===== config.mk =====
export PLATFORM = sky130hd
export DESIGN_NAME = axi_mst_arbiter
export DESIGN_NICKNAME = d
export VERILOG_FILES = /design/src/rtl/axi_mst_arbiter.sv
export SDC_FILE = /design/constraint.sdc
export NUM_CORES = 1
export LEC_CHECK = 0
export CORE_AREA = 4 4 179 181
export DETAILED_ROUTE_END_ITERATION = 12
export DIE_AREA = 0 0 183 185
export PLACE_DENSITY = 0.6
export SKIP_CTS_REPAIR_TIMING = 1
export SYNTH_ARGS = -nofsm -noshare
export SYNTH_HDL_FRONTEND = slang
export SYNTH_SLANG_ARGS = --single-unit

===== constraint.sdc =====
create_clock -name clk_i -period 2.1 [get_ports clk_i]
set_input_delay 0.42 -clock clk_i [delete_from_list [all_inputs] [get_ports clk_i]]
set_output_delay 0.42 -clock clk_i [all_outputs]
set_load 0.05 [all_outputs]

===== src/rtl/axi_mst_arbiter.sv =====
// rtl/axi_mst_arbiter.sv - merges NUM_MST single-beat AXI masters onto one AXI4 master port
// Independent read and write arbiters; the downstream id carries the granted master index.
module axi_mst_arbiter #(
  parameter int NUM_MST  = 2,
  parameter int ADDR_W   = 32,
  parameter int DATA_W   = 32,
  parameter int ID_W     = 4,
  parameter int ARB_MODE = 1
) (
  input  logic                         clk_i,
  input  logic                         rst_i,
  input  logic [NUM_MST-1:0]           up_ar_valid_i,
  output logic [NUM_MST-1:0]           up_ar_ready_o,
  input  logic [NUM_MST*ADDR_W-1:0]    up_ar_addr_i,
  input  logic [NUM_MST*3-1:0]         up_ar_size_i,
  output logic [NUM_MST-1:0]           up_r_valid_o,
  input  logic [NUM_MST-1:0]           up_r_ready_i,
  output logic [DATA_W-1:0]            up_r_data_o,
  output logic [1:0]                   up_r_resp_o,
  input  logic [NUM_MST-1:0]           up_aw_valid_i,
  output logic [NUM_MST-1:0]           up_aw_ready_o,
  input  logic [NUM_MST*ADDR_W-1:0]    up_aw_addr_i,
  input  logic [NUM_MST*3-1:0]         up_aw_size_i,
  input  logic [NUM_MST-1:0]           up_w_valid_i,
  output logic [NUM_MST-1:0]           up_w_ready_o,
  input  logic [NUM_MST*DATA_W-1:0]    up_w_data_i,
  input  logic [NUM_MST*DATA_W/8-1:0]  up_w_strb_i,
  output logic [NUM_MST-1:0]           up_b_valid_o,
  input  logic [NUM_MST-1:0]           up_b_ready_i,
  output logic [1:0]                   up_b_resp_o,
  output logic                         io_master_arvalid,
  output logic [ADDR_W-1:0]            io_master_araddr,
  output logic [ID_W-1:0]              io_master_arid,
  output logic [7:0]                   io_master_arlen,
  output logic [2:0]                   io_master_arsize,
  output logic [1:0]                   io_master_arburst,
  input  logic                         io_master_arready,
  input  logic                         io_master_rvalid,
  input  logic [1:0]                   io_master_rresp,
  input  logic [DATA_W-1:0]            io_master_rdata,
  input  logic                         io_master_rlast,
  input  logic [ID_W-1:0]              io_master_rid,
  output logic                         io_master_rready,
  output logic                         io_master_awvalid,
  output logic [ADDR_W-1:0]            io_master_awaddr,
  output logic [ID_W-1:0]              io_master_awid,
  output logic [7:0]                   io_master_awlen,
  output logic [2:0]                   io_master_awsize,
  output logic [1:0]                   io_master_awburst,
  input  logic                         io_master_awready,
  output logic                         io_master_wvalid,
  output logic [DATA_W-1:0]            io_master_wdata,
  output logic [DATA_W/8-1:0]          io_master_wstrb,
  output logic                         io_master_wlast,
  input  logic                         io_master_wready,
  input  logic                         io_master_bvalid,
  input  logic [1:0]                   io_master_bresp,
  input  logic [ID_W-1:0]              io_master_bid,
  output logic                         io_master_bready,
  output logic                         err_o
);

  localparam int STRB_W = DATA_W / 8;
  localparam int IDX_W  = (NUM_MST > 1) ? $clog2(NUM_MST) : 1;

  typedef enum logic [1:0] {R_IDLE, R_ADDR, R_DATA} r_state_t;
  typedef enum logic [1:0] {W_IDLE, W_REQ, W_RESP} w_state_t;

  r_state_t           r_state;
  w_state_t           w_state;
  logic [IDX_W-1:0]   r_gnt, r_ptr, w_gnt, w_ptr;
  logic               aw_done, w_done;
  logic [NUM_MST-1:0] w_req, r_sel, w_sel;
  logic [IDX_W-1:0]   ar_pick, w_pick;
  logic               r_bad, b_bad, r_hs, b_hs, aw_hs, w_hs, err_set;

  // Round-robin takes the first requester above ptr, else wraps to the lowest one;
  // fixed priority always falls through to the lowest requester.
  function automatic logic [IDX_W-1:0] arb_pick(input logic [NUM_MST-1:0] req,
                                                input logic [IDX_W-1:0]   ptr);
    logic [IDX_W-1:0] sel;
    logic             hit;
    sel = '0;
    hit = 1'b0;
    if (ARB_MODE != 0) begin
      for (int i = NUM_MST - 1; i >= 0; i--) begin
        if (req[i] && (i > int'(ptr))) begin
          sel = IDX_W'(i);
          hit = 1'b1;
        end
      end
    end
    if (!hit) begin
      for (int i = NUM_MST - 1; i >= 0; i--) begin
        if (req[i]) sel = IDX_W'(i);
      end
    end
    return sel;
  endfunction

  assign w_req   = up_aw_valid_i & up_w_valid_i;
  assign ar_pick = arb_pick(up_ar_valid_i, r_ptr);
  assign w_pick  = arb_pick(w_req, w_ptr);
  assign r_sel   = NUM_MST'(1) << r_gnt;
  assign w_sel   = NUM_MST'(1) << w_gnt;

  assign io_master_arlen   = 8'd0;
  assign io_master_arburst = 2'b01;
  assign io_master_awlen   = 8'd0;
  assign io_master_awburst = 2'b01;
  assign io_master_wlast   = 1'b1;

  assign r_bad = (io_master_rid != ID_W'(r_gnt)) || !io_master_rlast;
  assign b_bad = (io_master_bid != ID_W'(w_gnt));

  assign io_master_rready = (r_state == R_DATA) && up_r_ready_i[r_gnt];
  assign io_master_bready = (w_state == W_RESP) && up_b_ready_i[w_gnt];
  assign r_hs  = io_master_rvalid && io_master_rready;
  assign b_hs  = io_master_bvalid && io_master_bready;
  assign aw_hs = io_master_awvalid && io_master_awready;
  assign w_hs  = io_master_wvalid && io_master_wready;

  assign up_ar_ready_o = (r_state == R_ADDR && io_master_arready) ? r_sel : '0;
  assign up_r_valid_o  = (r_state == R_DATA && io_master_rvalid) ? r_sel : '0;
  assign up_r_data_o   = (r_state == R_DATA) ? io_master_rdata : '0;
  assign up_r_resp_o   = (r_state != R_DATA) ? 2'b00 : (r_bad ? 2'b10 : io_master_rresp);

  assign up_aw_ready_o = (w_state == W_REQ && !aw_done && io_master_awready) ? w_sel : '0;
  assign up_w_ready_o  = (w_state == W_REQ && !w_done && io_master_wready) ? w_sel : '0;
  assign up_b_valid_o  = (w_state == W_RESP && io_master_bvalid) ? w_sel : '0;
  assign up_b_resp_o   = (w_state != W_RESP) ? 2'b00 : (b_bad ? 2'b10 : io_master_bresp);

  // Stray responses are never accepted (ready stays low) but still flag the error.
  assign err_set = (io_master_rvalid && ((r_state != R_DATA) || r_bad)) ||
                   (io_master_bvalid && ((w_state != W_RESP) || b_bad));

  always_ff @(posedge clk_i or negedge rst_i) begin
    if (!rst_i) begin
      r_state           <= R_IDLE;
      r_gnt             <= '0;
      r_ptr             <= IDX_W'(NUM_MST - 1);
      io_master_arvalid <= 1'b0;
      io_master_araddr  <= '0;
      io_master_arid    <= '0;
      io_master_arsize  <= '0;
    end else begin
      case (r_state)
        R_IDLE: begin
          if (|up_ar_valid_i) begin
            r_gnt             <= ar_pick;
            io_master_araddr  <= up_ar_addr_i[int'(ar_pick)*ADDR_W +: ADDR_W];
            io_master_arsize  <= up_ar_size_i[int'(ar_pick)*3 +: 3];
            io_master_arid    <= ID_W'(ar_pick);
            io_master_arvalid <= 1'b1;
            r_state           <= R_ADDR;
          end
        end
        R_ADDR: begin
          if (io_master_arready) begin
            io_master_arvalid <= 1'b0;
            r_state           <= R_DATA;
          end
        end
        R_DATA: begin
          if (r_hs) begin
            r_ptr   <= r_gnt;
            r_state <= R_IDLE;
          end
        end
        default: r_state <= R_IDLE;
      endcase
    end
  end

  always_ff @(posedge clk_i or negedge rst_i) begin
    if (!rst_i) begin
      w_state           <= W_IDLE;
      w_gnt             <= '0;
      w_ptr             <= IDX_W'(NUM_MST - 1);
      aw_done           <= 1'b0;
      w_done            <= 1'b0;
      io_master_awvalid <= 1'b0;
      io_master_awaddr  <= '0;
      io_master_awid    <= '0;
      io_master_awsize  <= '0;
      io_master_wvalid  <= 1'b0;
      io_master_wdata   <= '0;
      io_master_wstrb   <= '0;
    end else begin
      case (w_state)
        W_IDLE: begin
          if (|w_req) begin
            w_gnt             <= w_pick;
            io_master_awaddr  <= up_aw_addr_i[int'(w_pick)*ADDR_W +: ADDR_W];
            io_master_awsize  <= up_aw_size_i[int'(w_pick)*3 +: 3];
            io_master_awid    <= ID_W'(w_pick);
            io_master_wdata   <= up_w_data_i[int'(w_pick)*DATA_W +: DATA_W];
            io_master_wstrb   <= up_w_strb_i[int'(w_pick)*STRB_W +: STRB_W];
            io_master_awvalid <= 1'b1;
            io_master_wvalid  <= 1'b1;
            aw_done           <= 1'b0;
            w_done            <= 1'b0;
            w_state           <= W_REQ;
          end
        end
        W_REQ: begin
          if (aw_hs) begin
            io_master_awvalid <= 1'b0;
            aw_done           <= 1'b1;
          end
          if (w_hs) begin
            io_master_wvalid <= 1'b0;
            w_done           <= 1'b1;
          end
          if ((aw_done || aw_hs) && (w_done || w_hs)) w_state <= W_RESP;
        end
        W_RESP: begin
          if (b_hs) begin
            w_ptr   <= w_gnt;
            w_state <= W_IDLE;
          end
        end
        default: w_state <= W_IDLE;
      endcase
    end
  end

  always_ff @(posedge clk_i or negedge rst_i) begin
    if (!rst_i) err_o <= 1'b0;
    else if (err_set) err_o <= 1'b1;
  end

endmodule


# Word-level counts from Yosys, hierarchy flattened
# Cells that the tools add are included.
[word_totals]
out_inout_bits = 187
ff_bits = 120
[op_classes]
n_bitwise = 1
magnitude_cmp = 4
n_mul = 2
eq_ne = 16
shift = 8
reduce_logical = 42
muxes = 43
[op_table]
columns = ["cell", "count"]
rows = [
  ["indexed part select 64 x 7 -> 32 bit", 3],
  ["2-to-1 mux 32 bit", 1],
  ["2-to-1 mux 2 bit", 15],
  ["2-to-1 mux 1 bit", 20],
  ["logical AND 1 bit", 18],
  ["!= test 2 bit, second input constant", 9],
  ["AND reduction 3 bit", 5],
  ["case mux 2 bit (3 select lines)", 2],
  ["indexed part select 6 x 4 -> 3 bit", 2],
  ["case mux 1 bit (2 select lines)", 5],
  ["!= test 4 x 1 -> 1 bit", 2],
  ["AND reduction 2 bit", 4],
  ["indexed part select 8 x 4 -> 4 bit", 1],
  ["logical OR 1 bit", 6],
  ["multiplier 1 x 2 -> 3 bit, second input constant", 2],
  ["equality test 2 x 1 -> 1 bit, second input constant", 2],
  ["equality test 2 bit, second input constant", 2],
  ["zero test 2 bit", 2],
  ["less-than comparator 1 x 2 -> 1 bit, second input constant", 2],
  ["nonzero test 2 bit", 2],
  ["OR reduction 2 bit", 2],
  ["left shift 1 x 1 -> 2 bit, first input constant", 2],
  ["zero test 1 bit", 3],
  ["AND 2 bit", 1],
  ["2 further kinds", 3],
]

# Depth between registers and ports, before layout
# Gate-level depths: netlist of the first run.
[depth]
word_depth = 6
depth_mapped = 5

# Worst setup path after synthesis of the first run
# Ideal clock, no wire load.
[synth_timing]
path_kind = "reg-to-output"
startpoint = "reg w_state[1]"
endpoint = "out up_aw_ready_o[1]"
t_arrival_ps = 1934
setup_slack_ps = -254
stages_incl_launch_ff = 4
n_path_buf = 0
t_required_ps = 1680
cell_sequence = "dfrtp_1 > nor2b_1 > nand2_1 > nor3b_1"
[synth_between]
elab_chain_len = 4
[synth_lines]
columns = ["element", "line", "rtl"]
rows = [
  ["start, declared", "70", "w_state_t w_state;"],
  ["start signal, assigned", "177", "w_state <= W_IDLE;"],
  ["start signal, assigned", "203", "w_state <= W_REQ;"],
  ["start signal, assigned", "215", "if ((aw_done || aw_hs) && (w_done || w_hs)) w_state <= W_RESP;"],
  ["equality test 2 x 1 -> 1 bit", "128", "assign up_aw_ready_o = (w_state == W_REQ && !aw_done && io_master_awready) ? w_sel : '0;"],
  ["logical AND 1 bit (2 in a row)", "128", ""],
  ["2-to-1 mux 2 bit", "128", ""],
  ["end, declared", "21", "output logic [NUM_MST-1:0] up_aw_ready_o,"],
]
# Every way passes these cells.

# Worst setup path after layout of the first run
[layout_timing]
startpoint = "reg w_gnt"
endpoint = "out up_b_resp_o[0]"
[layout_between]
elab_chain_len = 3
[layout_lines]
columns = ["element", "line", "rtl"]
rows = [
  ["start, declared", "71", "logic [IDX_W-1:0] r_gnt, r_ptr, w_gnt, w_ptr;"],
  ["start signal, assigned", "193", "w_gnt <= w_pick;"],
  ["!= test 4 x 1 -> 1 bit", "114", "assign b_bad = (io_master_bid != ID_W'(w_gnt));"],
  ["2-to-1 mux 2 bit (2 in a row)", "131", "assign up_b_resp_o = (w_state != W_RESP) ? 2'b00 : (b_bad ? 2'b10 : io_master_bresp);"],
  ["end, declared", "30", "output logic [1:0] up_b_resp_o,"],
]
# Every way passes these cells.

==> results of run 1 <==
## sequential cells by signal, indices dropped and copies added, names as in the netlist
| signal | flops |
|---|---|
| r_ptr | 1 |
| err_o | 1 |
| io_master_awsize | 3 |
| io_master_wstrb | 4 |
| io_master_araddr | 32 |
| r_state | 2 |
| io_master_arid | 1 |
| io_master_wvalid | 1 |
| io_master_arvalid | 1 |
| io_master_awvalid | 1 |
| w_ptr | 1 |
| io_master_arsize | 3 |
| w_state | 2 |
| w_gnt | 1 |
| io_master_awaddr | 32 |
| io_master_wdata | 32 |
| aw_done | 1 |
| w_done | 1 |
## how the worst max path moves through the flow
| stage | startpoint | endpoint | slack (ns) | depth (start not counted) |
|---|---|---|---|---|
| after CTS | io_master_rid[2] | up_r_resp_o[0] | -0.38 | 5 |
| after detailed placement | io_master_rid[2] | up_r_resp_o[0] | -0.37 | 5 |
| final | w_gnt | up_b_resp_o[0] | -0.07 | 5 |
| after global routing | w_gnt | up_b_resp_o[0] | -0.17 | 5 |
| after floorplan | io_master_rid[1] | up_r_resp_o[0] | 0.06 | 3 |
| after global placement | io_master_rid[2] | up_r_resp_o[0] | -0.37 | 5 |
## kinds of logic after synthesis
group / synth area share (%)
flip-flops: 43.36
buffers and inverters: 9.585
AO/OA/AOI/OAI: 25.22
AND/OR/NAND/NOR: 6.516
multiplexers: 14.96
XOR/XNOR: 0.2528
other: 0.1083
## stage by stage
stage | util, % | TNS, ns | power, W | cells
floorplan | - | 0 | 0.01194 | 632
global placement | 40.02 | -1.312 | 0.01639 | 1411
detailed placement | 40.02 | -1.824 | 0.01648 | 1411
CTS | 41.88 | -2.491 | 0.01951 | 1443
global route | 42.44 | -0.3561 | 0.02026 | 1447
finish | 42.45 | -0.07294 | 0.01939 | 1448
## cell usage in the layout (no fill, tap or decap), types with 2 or more instances in the layout
cell and count:
conb_1 27, a2bb2oi_1 71, a21o_1 3, dfrtp_2 3, and2_2 2, diode_2 3, nor2b_4 2, nor3_4 2
nand2b_1 2, buf_6 3, buf_12 60, nand3b_1 3, nand2_1 7, dfrtp_1 115, buf_4 39, clkinv_4 2
mux2_4 58, clkinvlp_4 2, a311oi_1 71, clkinv_2 3, nor2_4 2, clkbuf_16 17, nor3b_2 2, dlymetal6s2s_1 14
inv_6 6, o21ai_0 76, a21oi_1 3, mux2_2 13, nor3_2 2, inv_1 4, dfstp_2 2, and2_1 31
nor2_1 10, a32o_1 2, clkdlybuf4s50_1 361
## final cells by class
type,instances,area (µm²)
diodes,3,7.507
clock buffers,17,425.4
clock inverters,15,141.4
fillers,2877,17510
inverters,4,15.01
multi-input cells,415,3497
flip-flops and latches,120,3009
well taps,396,495.5
repair buffers,478,5326
## metal layers
metal / routed length [µm] / track usage, % / up-vias
li1: - / - / 3148
met1: 11690 / 19.39 / 3346
met4: 785 / 5.006 / 2
met5: 13 / 0 / -
met3: 3003 / 6.618 / 32
met2: 16430 / 32.14 / 372
## critical path: cells and delay by family, from the launching register on
kind / cells / cell delay (ns)
buffers and inverters: 2 / 0.32
XOR/XNOR: 1 / 0.18
AND/OR/NAND/NOR: 2 / 0.38
flip-flops: 1 / 0.46
## report_power, final
| part | total (W) | internal, W | switching [W] | leakage [nW] |
|---|---|---|---|---|
| registers | 0.00427 | 0.00349 | 0.000784 | 1.35 |
| logic | 0.0122 | 0.00494 | 0.00729 | 3.63 |
| clock network | 0.00289 | 0.00166 | 0.00123 | 0.277 |
==> metrics.yaml, run 1 <==
overflow: 0
final_nets: 1310
area_growth_pct: 86.35
dieArea_um2: 33860
numPortBuffers: 433
cp_slowest_cell: "dfrtp_2"
status: "finished, violations left"
clock.fmax_ghz: 0.4602
initial_core_util_pct: 22.78
fin_crit_ns: 2.173
vias: 6900
die_h_um: 185
layout-drive-gt1-share_pct: 22.69
cts_buffer_depth: 2
grt_pass1_vias: 7186
synth_area_um2: 6932
htree_num_levels: 4
grt_start_max_net_pins: 65
violations: "setup timing"
synth_top_cell_by_area: "dfrtp_1"
finalMaxSlewViolations: 0
end_kind: "output port"
cp.arrival_ns: 1.75
grtUsageTotal_pct: 17.71
synthFlopType: "dfrtp_1"
synth_cells: 607
leakage_nw: 5.259
vdd_ir_drop_max_uv: 1023
die_width_um: 183
crit_path_start_kind: "flop"
cts_sinks: 120
r2r_cells: 4
drc: 0
cts_tree: "done"
maxCapViolations: 0
seq_area_frac_synth_pct: 43.36
cts.clk_slew.worst_paths_ns: 0.06
insertion_delay_ns: 0.42
coreArea_um2: 30430
crit_type: "reg -> out"
r2r_slack_ns: 0.14
drtIter0Drc: 300
yosys.cell_count.top_type: "dfrtp_1"
cp.required_ns: 1.68
num_rows: 64
hp-start: "io_master_arvalid"
crit_fanout: 3
hp-class: "reg -> reg"
setup_slack_ns: -0.07294
synth_warnings: 0
setup_viol: 1
yosysUniqueCellTypes: 40
globalplace.congestion: 0.7959
wire_per_inst_um: 22.05
hold_depth: 2
synth-seq-cells: 120
worst_path_largest_cell_delay_ns: 0.46
netlist.area_leader.share_pct: 42.60
min_period_over_period_pct: 103.5
antenna_found_initial: 3
post-place-ws_ns: -0.3735
hold_viol_final: 0
rsz0062_at_grt: "yes"
syn_avg_cell_area_um2: 11.42
netlist_top_cells_count: "dfrtp_1, o21ai_0, a2bb2oi_1, a311oi_1, mux2_4"
r2r_start: "w_state[1]"
dpl_cell_area_um2: 12180
pin_count: 461
fin_skew_ns: 0.01684
routed_wirelength_um: 31930
hold_ws_ns: 0.4792
synthArstFlopShare_pct: 100.0
tightest_slew_ns: 0.9276
holdPathEnd: "io_master_arvalid"
final_area_um2: 12920
dp_hpwl_um: 24270
relSlewSlack_pct: 38.16
ant_nets: 0
dr.pass1.iters: 4
synth_edf_count: 0
vias_per_cell: 4.765
cellPowerDensity_nw_per_um2: 1501
cts_buffers: 17
clockRootBuffer: "clkbuf_16"
synth.area.top_cells: "dfrtp_1, mux2_4, a2bb2oi_1"
cp_cell_sequence: "xor2_1 -> nor4_2 -> buf_4 -> and3_4 -> buf_12"
r2r_end: "io_master_wstrb[0]"
grt_pass1_wl_um: 45640
(Power assumes the default switching activity.)
==> inputs of run 2 (changes only) <==
--- a/config.mk
+++ b/config.mk
@@ -5,9 +5,9 @@
 export SDC_FILE = /design/constraint.sdc
 export NUM_CORES = 1
 export LEC_CHECK = 0
-export CORE_AREA = 4 4 179 181
+export CORE_AREA = 2 2 177 179
 export DETAILED_ROUTE_END_ITERATION = 12
-export DIE_AREA = 0 0 183 185
+export DIE_AREA = 0 0 179 181
 export PLACE_DENSITY = 0.6
 export SKIP_CTS_REPAIR_TIMING = 1
 export SYNTH_ARGS = -nofsm -noshare
==> metrics.yaml, run 2 (synthesis results as in run 1) <==
cp.arrival_ns: 1.72  # was 1.75 ns
maxCapViolations: 0  # unchanged
power.clock.fraction_pct: 14.9  # about the same
layout_commonest_cell: "clkdlybuf4s50_1"  # unchanged
clockRootBuffer: "clkbuf_16"  # unchanged
grtUsageTotal_pct: 19.23  # was 17.71%
cts_buffer_depth: 2  # unchanged
grt_pass1_wl_um: 45850  # was 45640 µm
nFillCells: 2904  # was 2877
leakage_nw: 5.262  # was 5.259 nW
grt_use_met3_pct: 8.039  # was 6.618%
crit_type: "reg -> out"  # unchanged
dp_hpwl_um: 24680  # was 24270 µm
grt_start_max_net_pins: 53  # was 65
hold_viol_final: 0  # unchanged
fin_skew_ns: 0.01032  # was 0.01684 ns
globalplace.congestion: 0.7774  # was 0.7959
fin_crit_ns: 2.138  # was 2.173 ns
dieArea_um2: 32400  # was 33860 µm²
crit_fanout: 3  # unchanged
layout-drive-gt1-share_pct: 22.68  # was 22.69%
vias_per_cell: 4.747  # was 4.765
post-place-ws_ns: -0.4289  # was -0.3735 ns
rsz0062_at_grt: "yes"  # unchanged
p_total_w: 0.01923  # was 0.01939 W
crit_path_start_kind: "flop"  # unchanged
cp.required_ns: 1.68  # about the same
status: "finished, violations left"  # unchanged
tns_ns: -0.03849  # was -0.07294 ns
drc: 0  # unchanged
met2_usage_pct: 33.77  # was 32.14%
cts_tree: "done"  # unchanged
num_rows: 64  # unchanged
r2r_cells: 5  # was 4
cp_cell_sequence: "xor2_1 -> nor4_2 -> buf_4 -> and3_4 -> buf_12"  # unchanged
pin_count: 461  # unchanged
final_cells: 1451  # was 1448
routed_wirelength_um: 31610  # was 31930 µm
initial_core_util_pct: 22.84  # was 22.78%
coreArea_um2: 30350  # was 30430 µm²
cts.clk_slew.worst_paths_ns: 0.06  # about the same
switchingPower_w: 0.009212  # was 0.009307 W
die_width_um: 179  # was 183 µm
vias: 6888  # was 6900
vdd_ir_drop_max_uv: 743.9  # was 1023 µV
mostFrequentLayoutCells: "clkdlybuf4s50_1, dfrtp_1, o21ai_0, a311oi_1, a2bb2oi_1"  # unchanged
dr.pass1.iters: 5  # was 4
overflow: 0  # unchanged
cellPowerDensity_nw_per_um2: 1497  # was 1501 nW/µm²
ant_nets: 0  # unchanged
numPortBuffers: 433  # unchanged
htree_num_levels: 4  # unchanged
reg_top3: "io_master_araddr: 32 flops, io_master_awaddr: 32 flops, io_master_wdata: 32 flops"  # unchanged
clock.fmax_ghz: 0.4676  # was 0.4602 GHz
comb_power_share_pct: 63.1  # about the same
r2r_start: "w_state[0]"  # was w_state[1]
intPower_w: 0.01002  # was 0.01008 W
cts_sinks: 120  # unchanged
min_period_over_period_pct: 101.8  # was 103.5%
grt_pass1_vias: 7222  # was 7186
r2r_end: "io_master_awaddr[30]"  # was io_master_wstrb[0]
grt_busiest_layer: "met2"  # unchanged
utilization_pct: 42.33  # was 42.45%
relSlewSlack_pct: 59.75  # was 38.16%
hp-class: "in -> async"  # was reg -> reg
final_nets: 1315  # was 1310
setup_slack_ns: -0.03849  # was -0.07294 ns
tightest_slew_ns: 0.6037  # was 0.9276 ns
critPathBufInv: 2  # unchanged
antenna_found_initial: 6  # was 3
area_growth_pct: 85.34  # was 86.35%
p_sw_share_pct: 47.90  # was 48.01%
insertion_delay_ns: 0.42  # about the same
violations: "setup timing"  # unchanged
grt_util_met1_pct: 21.02  # was 19.39%
placed_cells: 1415  # was 1411
finalMaxSlewViolations: 0  # unchanged
r2r_slack_ns: 0.29  # was 0.14 ns
wire_per_inst_um: 21.78  # was 22.05 µm
setup_viol: 1  # unchanged
worst_path_largest_cell_delay_ns: 0.43  # was 0.46 ns
drtIter0Drc: 318  # was 300
power_frac_seq_pct: 22.0  # about the same
crit_family: "flip-flops"  # unchanged
cp_slowest_cell: "dfrtp_1"  # was dfrtp_2
die_h_um: 181  # was 185 µm
cts_buffers: 17  # unchanged
end_kind: "output port"  # unchanged
[run 2: cell types whose count changed in the layout (fill, tap and decap cells not counted), sizes merged]
| cell | change |
|---|---|
| buf | +8 |
| clkdlybuf4s50 | -4 |
| clkinv | +2 |
| diode | -2 |
| clkinvlp | -1 |
| dlymetal6s2s | +1 |
| inv | -1 |
[run 2: layout make-up]
| class | count | area, µm² | area share [%] |
|---|---|---|---|
| clock buffer | 17 | 425.4 | 3.311 |
| clock inverter | 15 | 140.1 | 1.091 |
| tap | 396 | 495.5 | 3.857 |
| antenna | 1 | 2.502 | 0.01948 |
| sequential | 120 | 3007 | 23.40 |
| multi-input combinational | 415 | 3457 | 26.91 |
| inverter | 4 | 15.01 | 0.1169 |
| timing repair buffer | 483 | 5305 | 41.29 |
[run 2: worst max-delay path by stage]
stage / startpoint / endpoint / slack [ns] / depth (start not counted)
after floorplan: io_master_rid[1] / up_r_resp_o[0] / 0.06 / 3
after global routing: w_gnt / up_b_resp_o[0] / -0.11 / 5
after CTS: io_master_rid[2] / up_r_resp_o[0] / -0.43 / 5
after detailed placement: io_master_rid[2] / up_r_resp_o[0] / -0.43 / 5
after global placement: io_master_rid[2] / up_r_resp_o[0] / -0.45 / 5
final: w_gnt / up_b_resp_o[0] / -0.04 / 5
[run 2: stage by stage]
stage	cell area, µm²	hold slack, ns
final	12850	0.4932
after global routing	12850	0.5018
after CTS	12730	-0.09705
after detailed placement	12160	0.3699
after global placement	12160	0.3696
after floorplan	7046	0.1244
[run 2: power groups by stage]
stage	Combinational (W)	Clock (W)	Sequential, W
floorplan	0.00412	0	0.00782
CTS	0.0122	0.00297	0.00425
detailed placement	0.0122	0	0.00424
global route	0.0127	0.00308	0.00438
finish	0.0121	0.00286	0.00424
global placement	0.0121	0	0.00425
[run 2: per-layer routing]
| metal | up-vias | wire [µm] |
|---|---|---|
| li1 | 3155 | - |
| met2 | 351 | 16130 |
| met1 | 3344 | 11620 |
| met4 | 4 | 525 |
| met5 | - | 23 |
| met3 | 34 | 3310 |
==> inputs of run 3 (changes only) <==
--- a/config.mk
+++ b/config.mk
@@ -8,6 +8,7 @@
 export CORE_AREA = 2 2 177 179
 export DETAILED_ROUTE_END_ITERATION = 12
 export DIE_AREA = 0 0 179 181
+export GPL_ROUTABILITY_DRIVEN = 0
 export PLACE_DENSITY = 0.6
 export SKIP_CTS_REPAIR_TIMING = 1
 export SYNTH_ARGS = -nofsm -noshare
==> results of run 3 <==
Same layout as run 2: the final DEF is identical, and so are final timing and power.
